File: src/rtl/dkong_audio_out.sv
// I2S output stage for the Donkey Kong sound mix: one sample per 512-clock frame,
// optional DC blocker, mute and shift attenuation, mono-duplicated 16-bit I2S.
module dkong_audio_out (
  input  logic               W_CLK_24576M,
  input  logic               reset,
  input  logic signed [15:0] I_SOUND_DAT,
  input  logic               I_DCBLK_EN,
  input  logic               I_MUTE,
  input  logic [2:0]         I_ATTEN,
  output logic               O_MCLK,
  output logic               O_BCLK,
  output logic               O_LRCK,
  output logic               O_SDATA,
  output logic               O_SAMPLE_STB
);

  localparam int DATA_W = 16;
  localparam int ACC_W  = 18;

  logic [8:0]               cnt;
  logic                     stb;
  logic                     sdata;
  logic signed [DATA_W-1:0] x_p0;
  logic signed [DATA_W-1:0] x_prev;
  logic signed [DATA_W-1:0] y_prev;
  logic signed [DATA_W-1:0] f_p1;
  logic signed [DATA_W-1:0] a_p2;
  logic signed [DATA_W-1:0] w_p3;
  logic signed [ACC_W-1:0]  dc_sum;
  logic signed [DATA_W-1:0] y_next;
  logic [4:0]               slot_nx;
  logic [3:0]               bit_idx;
  logic                     slot_bit;

  function automatic logic signed [DATA_W-1:0] sat16(input logic signed [ACC_W-1:0] v);
    if (v > 18'sd32767)
      return 16'sh7FFF;
    else if (v < -18'sd32768)
      return 16'sh8000;
    else
      return v[DATA_W-1:0];
  endfunction

  function automatic logic signed [DATA_W-1:0] atten_shift(input logic signed [DATA_W-1:0] v,
                                                          input logic [2:0] sh);
    return v >>> sh;
  endfunction

  // Leaky differentiator; 18 bits holds the worst-case sum before saturation
  assign dc_sum = ACC_W'(x_p0) - ACC_W'(x_prev) + ACC_W'(y_prev) - ACC_W'(y_prev >>> 10);
  assign y_next = sat16(dc_sum);

  // Bit for the slot that starts on the next clock edge; only used when cnt[2:0]==7
  assign slot_nx = cnt[7:3] + 5'd1;
  assign bit_idx = 4'(5'd16 - slot_nx);

  always_comb begin
    slot_bit = 1'b0;
    if (slot_nx != 5'd0 && slot_nx <= 5'd16)
      slot_bit = w_p3[bit_idx];
  end

  always_ff @(posedge W_CLK_24576M) begin
    if (reset) begin
      cnt    <= '0;
      stb    <= 1'b0;
      sdata  <= 1'b0;
      x_p0   <= '0;
      x_prev <= '0;
      y_prev <= '0;
      f_p1   <= '0;
      a_p2   <= '0;
      w_p3   <= '0;
    end else begin
      cnt <= cnt + 9'd1;
      stb <= (cnt == 9'd507);

      // p0: capture
      if (cnt == 9'd508)
        x_p0 <= I_SOUND_DAT;

      // p1: DC blocker step; state advances even when bypassed
      if (cnt == 9'd509) begin
        x_prev <= x_p0;
        y_prev <= y_next;
        f_p1   <= I_DCBLK_EN ? y_next : x_p0;
      end

      // p2: mute / attenuate
      if (cnt == 9'd510)
        a_p2 <= I_MUTE ? '0 : atten_shift(f_p1, I_ATTEN);

      // p3: output word, held for the whole next frame
      if (cnt == 9'd511)
        w_p3 <= a_p2;

      if (cnt[2:0] == 3'd7)
        sdata <= slot_bit;
    end
  end

  assign O_MCLK       = cnt[0];
  assign O_BCLK       = cnt[2];
  assign O_LRCK       = cnt[8];
  assign O_SDATA      = sdata;
  assign O_SAMPLE_STB = stb;

endmodule

File: config.mk
export PLATFORM = sky130hd
export DESIGN_NAME = dkong_audio_out
export DESIGN_NICKNAME = d
export VERILOG_FILES = /design/src/rtl/dkong_audio_out.sv
export SDC_FILE = /design/constraint.sdc
export NUM_CORES = 1
export LEC_CHECK = 0
export BUFFER_PORTS_ARGS = -buffer_cell sky130_fd_sc_hd__buf_2
export CAP_MARGIN = 20
export CORE_MARGIN = 2
export CORE_UTILIZATION = 30
export DETAILED_ROUTE_END_ITERATION = 12
export PLACE_DENSITY = 0.42
export RECOVER_POWER = 100
export SYNTH_ARGS = -nofsm -noshare
export SYNTH_HDL_FRONTEND = slang
export SYNTH_SLANG_ARGS = --single-unit
File: constraint.sdc
create_clock -name W_CLK_24576M -period 4.2 [get_ports W_CLK_24576M]
set_input_delay 0.84 -clock W_CLK_24576M [delete_from_list [all_inputs] [get_ports W_CLK_24576M]]
set_output_delay 0.84 -clock W_CLK_24576M [all_outputs]
set_load 0.005 [all_outputs]
== Word level (Yosys, flattened, before mapping) ==
Index checks and enable logic that the tools add are counted.

* $add $sub $neg: 6
* Multiply operators: 0
* Divide/modulo/power cells: 0
* Magnitude comparators: 4
* Eq/ne operators: 6
* Shift operators: 1
* Mux-type cells: 7
* Bitwise operators: 0
* Reductions and logical operators: 2

{| class="wikitable"
|+ Operators by type and width
! cell !! number
|-
| $mux W16 || 4
|-
| $eq A9 B9 Y1 const B || 5
|-
| $add A17 B16 Y18 || 1
|-
| $gt A18 B16 Y1 const B || 1
|-
| $lt A18 B16 Y1 const B || 1
|-
| $sub A18 B6 Y18 || 1
|-
| $sub A16 B16 Y17 || 1
|-
| $sshr A16 B3 Y16 || 1
|-
| $add A9 B1 Y9 const B || 1
|-
| $add A5 B1 Y5 const B || 1
|-
| $le A5 B5 Y1 const B || 1
|-
| $lt A4 B5 Y1 const B || 1
|-
| $reduce_bool A5 Y1 || 1
|-
| $bmux W1 S4 || 1
|-
| $sub A1 B4 Y4 const A || 1
|-
| $eq A3 B3 Y1 const B || 1
|-
| $mux W1 || 2
|-
| $logic_and A1 B1 Y1 || 1
|}

* Register bits after elaboration: 107
* Latch bits: 0
* Bits in writable memories: 0
* ROM bits: 0
* Bits of input ports: 23
* Output and inout port bits: 5
* Logic and storage cells: 35
* Memories kept: 0

== Logic depth before layout (Yosys ltp) ==
Gate-level depths: netlist (run 1).

* Word-level depth: 7
* Mapped depth: 16
* Mapped depth without buffers: 15

== Worst setup path before layout (run 1) ==
Ideal clock, no wire load.

* Kind: register to register
* From: reg y_prev[15]
* To: reg f_p1[2]
* Setup time: 0.150 ns
* Data arrival time: 3.608 ns
* Required time: 4.050 ns
* Slack: 0.442 ns
* Cell stages (with the launch flop): 14
* Period minus slack after synthesis: 3.758 ns
* Path through: dfxtp_1 -> fa_1 -> fa_1 -> inv_1 -> ha_1 -> buf_4 -> a211oi_2 -> or3_1 -> o2111ai_1 -> a211oi_2 -> o211ai_1 -> a21oi_2 -> buf_6 -> a221oi_1

* Cells in the longest elaborated chain, start to end: 6
* Elaborated cells on any way between the ends: 7
* Those cells by class: add/sub: 2; order compare: 2; mux: 3

{| class="wikitable"
|+ RTL lines
! item !! RTL line !! RTL
|-
| from (decl) || 25 || <nowiki>logic signed [DATA_W-1:0] y_prev;</nowiki>
|-
| from (signal assigned) || 85 || <nowiki>y_prev <= y_next;</nowiki>
|-
| $add A17 B16 Y18 || 50 || <nowiki>assign dc_sum = ACC_W'(x_p0) - ACC_W'(x_prev) + ACC_W'(y_prev) - ACC_W'(y_prev >>> 10);</nowiki>
|-
| $sub A18 B6 Y18 (*) || 50 ||
|-
| $lt A18 B16 Y1 || 38 || <nowiki>else if (v < -18'sd32768)</nowiki>
|-
| $mux W16 || 38 ||
|-
| $mux W16 (*) || 36 || <nowiki>if (v > 18'sd32767)</nowiki>
|-
| $mux W16 (*) || 86 || <nowiki>f_p1 <= I_DCBLK_EN ? y_next : x_p0;</nowiki>
|-
| to (signal assigned) || 86 ||
|-
| to (decl) || 26 || <nowiki>logic signed [DATA_W-1:0] f_p1;</nowiki>
|}

Mark *: on every way between the ends. The rest lies on a longest branch, timed or not.
A chain may end at the register's enable or synchronous reset.

== Worst setup path after layout (run 1) ==
* From: reg y_prev[10]
* To: reg y_prev[14]

* Cells in the longest elaborated chain, start to end: 5
* Elaborated cells on any way between the ends: 6
* Those cells by class: add/sub: 2; order compare: 2; mux: 2

{| class="wikitable"
|+ RTL lines
! item !! RTL line
|-
| $add A17 B16 Y18 || 50
|-
| $sub A18 B6 Y18 (*) || 50
|-
| $lt A18 B16 Y1 || 38
|-
| $mux W16 || 38
|-
| $mux W16 (*) || 36
|}

Marked as above.

==> results of run 1 <==
==> path summary, 6_finish.rpt <==
check                           cells after the start         end  slack (ps)        from
worst max-delay path                               16  y_prev[14]         270  y_prev[10]
worst max register to register                     16  y_prev[14]         270  y_prev[10]
worst min register to register                      2   x_prev[1]         470   x_prev[1]
worst min-delay path                                2   x_prev[1]         470   x_prev[1]
==> synthesized netlist by cell type, types with 13 or more instances <==
| library cell | number |
|---|---|
| a21oi_1 | 63 |
| a221oi_2 | 17 |
| a22oi_1 | 13 |
| clkbuf_1 | 34 |
| dfxtp_1 | 107 |
| fa_1 | 33 |
| ha_1 | 25 |
| inv_1 | 73 |
| mux2i_1 | 35 |
| nand2_1 | 89 |
| nand3_1 | 27 |
| nor2_1 | 56 |
| o21ai_0 | 28 |
==> flip-flops by register name, summed over array words and instances (netlist names) <==
register / flops
O_SDATA: 1
cnt: 9
O_SAMPLE_STB: 1
y_prev: 16
x_prev: 16
f_p1: 16
a_p2: 16
w_p3: 16
x_p0: 16
==> per-layer routing <==
layer | part of all wire, % | GRT usage [%] | vias up
li1 | - | - | 2576
met4 | 1.1 | 3.17 | 0
met5 | 0 | 0 | -
met1 | 48 | 21.7 | 2565
met2 | 48 | 26.2 | 55
met3 | 2.4 | 2.93 | 13
==> repair_timing <==
action	in CTS	in global routing
hold buffers	0	0
buffers inserted	0	1
endpoints found under the setup margin	0	8
resized for setup	0	1
==> power by group through the flow <==
stage	clock, mW	combinational (mW)	sequential [mW]
3_5_place_dp	0	0.0763	1.04
6_report	0.909	0.0766	1.02
5_1_grt	0.980	0.0857	1.02
4_1_cts	0.937	0.0766	1.02
2_1_floorplan	0	0.0528	1.04
3_3_place_gp	0	0.0760	1.04
==> critical path, delay by kind of cell, from the launching register on <==
kind / cells / cell delay (ps)
buf+inv: 5 / 480
simple gates: 1 / 210
fa+ha+maj: 4 / 1460
compound gates: 6 / 1300
flops: 1 / 310
==> logic make-up after synthesis <==
family / share of synthesized area (%)
adder cells (fa/ha/maj): 14.7
flip-flops: 32.4
XOR/XNOR: 2.12
buffers and inverters: 7.18
AO/OA/AOI/OAI: 19.2
multiplexers: 9.38
AND/OR/NAND/NOR: 15.1
==> final cells by class <==
class	instances	area, µm²
timing repair buffer	45	323
sequential	107	2140
fill	2280	14300
inverter	73	274
tap	280	350
clock inverter	7	85.1
clock buffer	9	225
multi-input combinational	519	4010
==> run_results.csv, run 1 <==
group,metric,value,unit
worst_setup_path,start_kind,"flip-flop",
worst_setup_path,crit_arrival,4110,ps
sta,slew_viol_final,0,
finish,fin_util,34.1,%
sta,tns,0,ps
routing,dr.first_iter.drc_count,259,
pwr,p_seq_share,50.9,%
pwr,power,2.01,mW
cts,cts_tree,"yes",
synth,syn_inst,744,
worst_setup_path,slowest_delay,490,ps
placement,routabilityCongestion,0.858,
outcome,status,"complete, no violations",
die,die_h,153,µm
sta,clock_skew,9.95,ps
pwr,peakVddDrop,0.186,mV
synth,yosys.area.top_type,"dfxtp_1",
sta,final.min_clock_period,3930,ps
synth,synth_edf_count,0,
hold_path,hold_path_class,"flip-flop to flip-flop",
routing,wl_per_cell,17.0,µm
synth,seq_area_frac_synth,32.4,%
worst_setup_path,cpMaxStageDelayCell,"fa_1",
sta,rsz0062_at_grt,"yes",
cts,clock_latency,360,ps
cts,cts-root-buf,"clkbuf_16",
placement,place_ws,254,ps
pwr,pwr-share-comb,3.8,%
global_route,grt_pass1_wl,29.2,mm
placement,hpwl,13.6,mm
placement,dpl_cell_area,7090,µm²
global_route,antenna_found_initial,0,
worst_setup_path,cp_cell_sequence,"inv_1 -> fa_1 -> inv_1 -> fa_1 -> inv_1 -> ha_1 -> inv_1 -> fa_1 -> nand2b_1 -> a21oi_1 -> o21bai_1 -> a211oi_2 -> o21ai_1 -> a21oi_4 -> buf_12 -> a221oi_1",
die,die_w,153,µm
cts,ctsLongestPathBuffers,2,
die,ioPinCount,28,
synth,async_flop_share,0,%
routing,final_antenna_net_count,0,
routing,postRouteWirelength,17.7,mm
die,die-area,23300,µm²
synth,synth-seq-cells,107,
worst_setup_path,crit_top_cell,"inv_1",
cts,cts_buffers,9,
synth,synth_fp_nets,825,
finish,synthToLayoutAreaGrowth,12.0,%
global_route,grt_pass1_vias,5256,
pwr,power.switching,490,µW
synth,synth.distinct_cells,55,
cts,h-tree-depth,3,
placement,port_buffers,27,
finish,final_cell_mix,"dfxtp_1 (107), nand2_1 (88), inv_1 (73)",
routing,dr_total_vias,5209,
routing,drc,0,
synth,avgSynthCellArea,8.89,µm²
sta,hold-worst-slack,471,ps
sta,slew_headroom,33.0,%
cts,path_clk_slew,80,ps
finish,mostFrequentLayoutCell,"dfxtp_1",
pwr,power_density,271,nW/µm²
finish,nets,836,
finish,finalInstanceArea,7410,µm²
sta,post-route-period-util,93.6,%
pwr,leakage,2.71,nW
routing,vias_per_cell,5.01,
finish,drive_above_1_share,15.4,%
synth,synth_top_area_share,32.4,%
global_route,grt_max_degree,77,
synth,synth.area.top_cells,"dfxtp_1 (32%), fa_1 (10%), mux2i_1 (5.3%)",
worst_setup_path,critPathMaxFanout,14,
global_route,track_usage,15.8,%
die,start_util,30.4,%
cts,cts_num_sinks,107,
sta,worst_pin_slew,1010,ps
worst_setup_path,crit_type,"flip-flop to flip-flop",
sta,worst_slack,270,ps
sta,timing.fmax,254,MHz
placement,place_inst,1023,
worst_setup_path,worstSetupEndpointType,"flip-flop",
synth,synth_area,6620,µm²
flow_run,cap_viol_max_count,0,
routing,drt_pass1_iterations,5,
die,fp.coreArea,21800,µm²
synth,ys_warn_count,0,
sta,finalSetupViolCount,0,
finish,final_cells,1040,
worst_setup_path,cp.required,4380,ps
pwr,pwr-share-clk,45.3,%
global_route,grt-ovfl-total,0,
pwr,switching_share,24.4,%
sta,hold_viol,0,
finish,antenna_cells,0,
synth,ys.flop_type,"dfxtp_1",
pwr,p_int,1.52,mW
die,rows,54,
No activity file was read; power rests on OpenSTA's default activity.
==> run 2: changes to the inputs <==
--- a/config.mk
+++ b/config.mk
@@ -10,6 +10,7 @@
 export CORE_MARGIN = 2
 export CORE_UTILIZATION = 30
 export DETAILED_ROUTE_END_ITERATION = 12
+export GPL_TIMING_DRIVEN = 0
 export PLACE_DENSITY = 0.42
 export RECOVER_POWER = 100
 export SYNTH_ARGS = -nofsm -noshare
==> run_results.csv, run 2 (synthesis results as in run 1) <==
group,metric,value,unit
outcome,status,"complete, no violations",
sta,worst_pin_slew,709,ps
pwr,power,1.93,mW
sta,timing.fmax,249,MHz
worst_setup_path,cp-startpoint,"x_p0[0]",
worst_setup_path,crit_arrival,4280,ps
worst_setup_path,slowest_delay,540,ps
pwr,leakage,2.68,nW
placement,routabilityCongestion,0.802,
die,die_w,153,µm
placement,hpwl,15.0,mm
cts,cts_tree,"yes",
placement,place_ws,-267,ps
sta,post-route-period-util,95.7,%
finish,nets,863,
cts,path_clk_slew,80,ps
die,start_util,30.4,%
worst_setup_path,critPathCapture,"f_p1[1]",
pwr,power_density,259,nW/µm²
sta,slew_headroom,52.7,%
finish,final_cell_mix,"dfxtp_1 (99), nand2_1 (89), inv_1 (71)",
worst_setup_path,critPathMaxFanout,8,
flow_run,cap_viol_max_count,0,
cts,h-tree-depth,3,
routing,final_antenna_net_count,0,
cts,cts_hold_buf,0,
worst_setup_path,crit_type,"flip-flop to flip-flop",
die,rows,54,
cts,ctsLongestPathBuffers,2,
worst_setup_path,cpMaxStageDelayCell,"fa_1",
global_route,track_usage,16.1,%
worst_setup_path,crit_top_cell,"fa_1",
cts,clock_latency,360,ps
routing,drt_pass1_iterations,5,
worst_setup_path,cp_cell_sequence,"fa_1 -> inv_1 -> fa_1 -> inv_2 -> ha_4 -> inv_1 -> fa_1 -> nand2b_4 -> a21o_1 -> a311oi_2 -> a211oi_2 -> buf_4 -> o32ai_4 -> buf_12 -> buf_4 -> nand2b_1 -> a221oi_1",
cts,cts-root-buf,"clkbuf_16",
routing,dr_total_vias,5361,
pwr,peakVddDrop,0.217,mV
routing,postRouteWirelength,18.4,mm
routing,dr.first_iter.drc_count,297,
finish,fill_cells,2317,
worst_setup_path,rr_endpoint,"f_p1[1]",
sta,final.min_clock_period,4020,ps
global_route,grt_pass1_wl,29.7,mm
routing,wl_per_cell,17.2,µm
die,die-area,23300,µm²
routing,vias_per_cell,5.02,
global_route,grt_pass1_vias,5299,
die,ioPinCount,28,
cts,cts_buffers,9,
global_route,grt_max_degree,20,
finish,antenna_cells,0,
hold_path,hold_path_class,"flip-flop to flip-flop",
global_route,grt-ovfl-total,0,
global_route,antenna_found_initial,0,
sta,hold_viol,0,
sta,clock_skew,6.58,ps
sta,worst_slack,179,ps
die,die_h,153,µm
placement,port_buffers,22,
worst_setup_path,regToRegStartpoint,"x_p0[0]",
finish,synthToLayoutAreaGrowth,12.9,%
finish,mostFrequentLayoutCell,"dfxtp_1",
sta,finalSetupViolCount,0,
worst_setup_path,worstSetupEndpointType,"flip-flop",
cts,cts_num_sinks,107,
finish,drive_above_1_share,14.7,%
worst_setup_path,cp.required,4460,ps
hold_path,hp-start,"x_prev[0]",
worst_setup_path,r2r_slack,180,ps
routing,drc,0,
die,fp.coreArea,21800,µm²
worst_setup_path,worst_r2r_path_depth,17,
sta,slew_viol_final,0,
worst_setup_path,start_kind,"flip-flop",
-- run 2: cell count changes in the layout (fill, tap and decap cells not counted), moves of 5 or more --
cell,before,now
clkbuf_1,0,41
buf_2,26,21
dfxtp_1,107,99
buf_4,15,5
dfxtp_2,0,7
-- run 2: final cells by class --
class                      count  area (µm²)  area share [%]
clock buffer                   9         225            3.01
inverter                      73         274            3.67
buffer                        45         208            2.78
clock inverter                 7        61.3           0.820
sequential                   107        2150            28.8
tap                          280         350            4.69
timing repair buffer          27         155            2.08
multi-input combinational    519        4040            54.1
-- run 2: report_power, final --
| part | total (mW) | switching, mW | internal [mW] |
|---|---|---|---|
| sequential | 1.02 | 0.00414 | 1.01 |
| combinational | 0.0833 | 0.0570 | 0.0263 |
| clock | 0.832 | 0.419 | 0.413 |
-- run 2: worst max-delay path, delay by kind of cell (launching register included) --
family	cells	cell delay, ps
DFF	1	360
adders and majority gates	4	1510
and+or+nand+nor	2	280
buffers and inverters	6	620
AOI/OAI and AO/OA	5	1130
-- run 2: per-layer routing --
| layer | share of wire [%] | track usage, % |
|---|---|---|
| met5 | 0 | 0 |
| met3 | 2.9 | 2.33 |
| met4 | 0.91 | 3.31 |
| met2 | 45 | 24.5 |
| met1 | 51 | 24.2 |
-- run 2: worst min path at each step --
| stage | depth (start not counted) | slack [ps] | endpoint |
|---|---|---|---|
| global placement | 2 | 450 | x_prev[0] |
| finish | 2 | 480 | x_prev[0] |
| global route | 2 | 500 | x_prev[0] |
| floorplan | 2 | 440 | x_prev[0] |
| CTS | 2 | 480 | x_prev[10] |
| detailed placement | 2 | 470 | x_prev[10] |
-- run 2: what timing repair did --
item,4_1_cts,5_1_grt
pin swaps,4,5
buffers inserted,4,1
gates resized for setup,5,17
endpoints found under the setup margin,30,30
-- run 2: metrics by stage --
| stage | setup TNS, ps | hold WS (ps) | instances | instance area [µm²] | util [%] |
|---|---|---|---|---|---|
| final | 0 | 479 | 1067 | 7470 | 34.3 |
| after detailed placement | -5710 | 474 | 1046 | 7080 | 32.5 |
| after global placement | -5610 | 452 | 1046 | 7080 | 32.5 |
| after global routing | -19.0 | 498 | 1067 | 7470 | 34.3 |
| after floorplan | 0 | 436 | 744 | 6620 | - |
| after CTS | 0 | 485 | 1066 | 7420 | 34.1 |
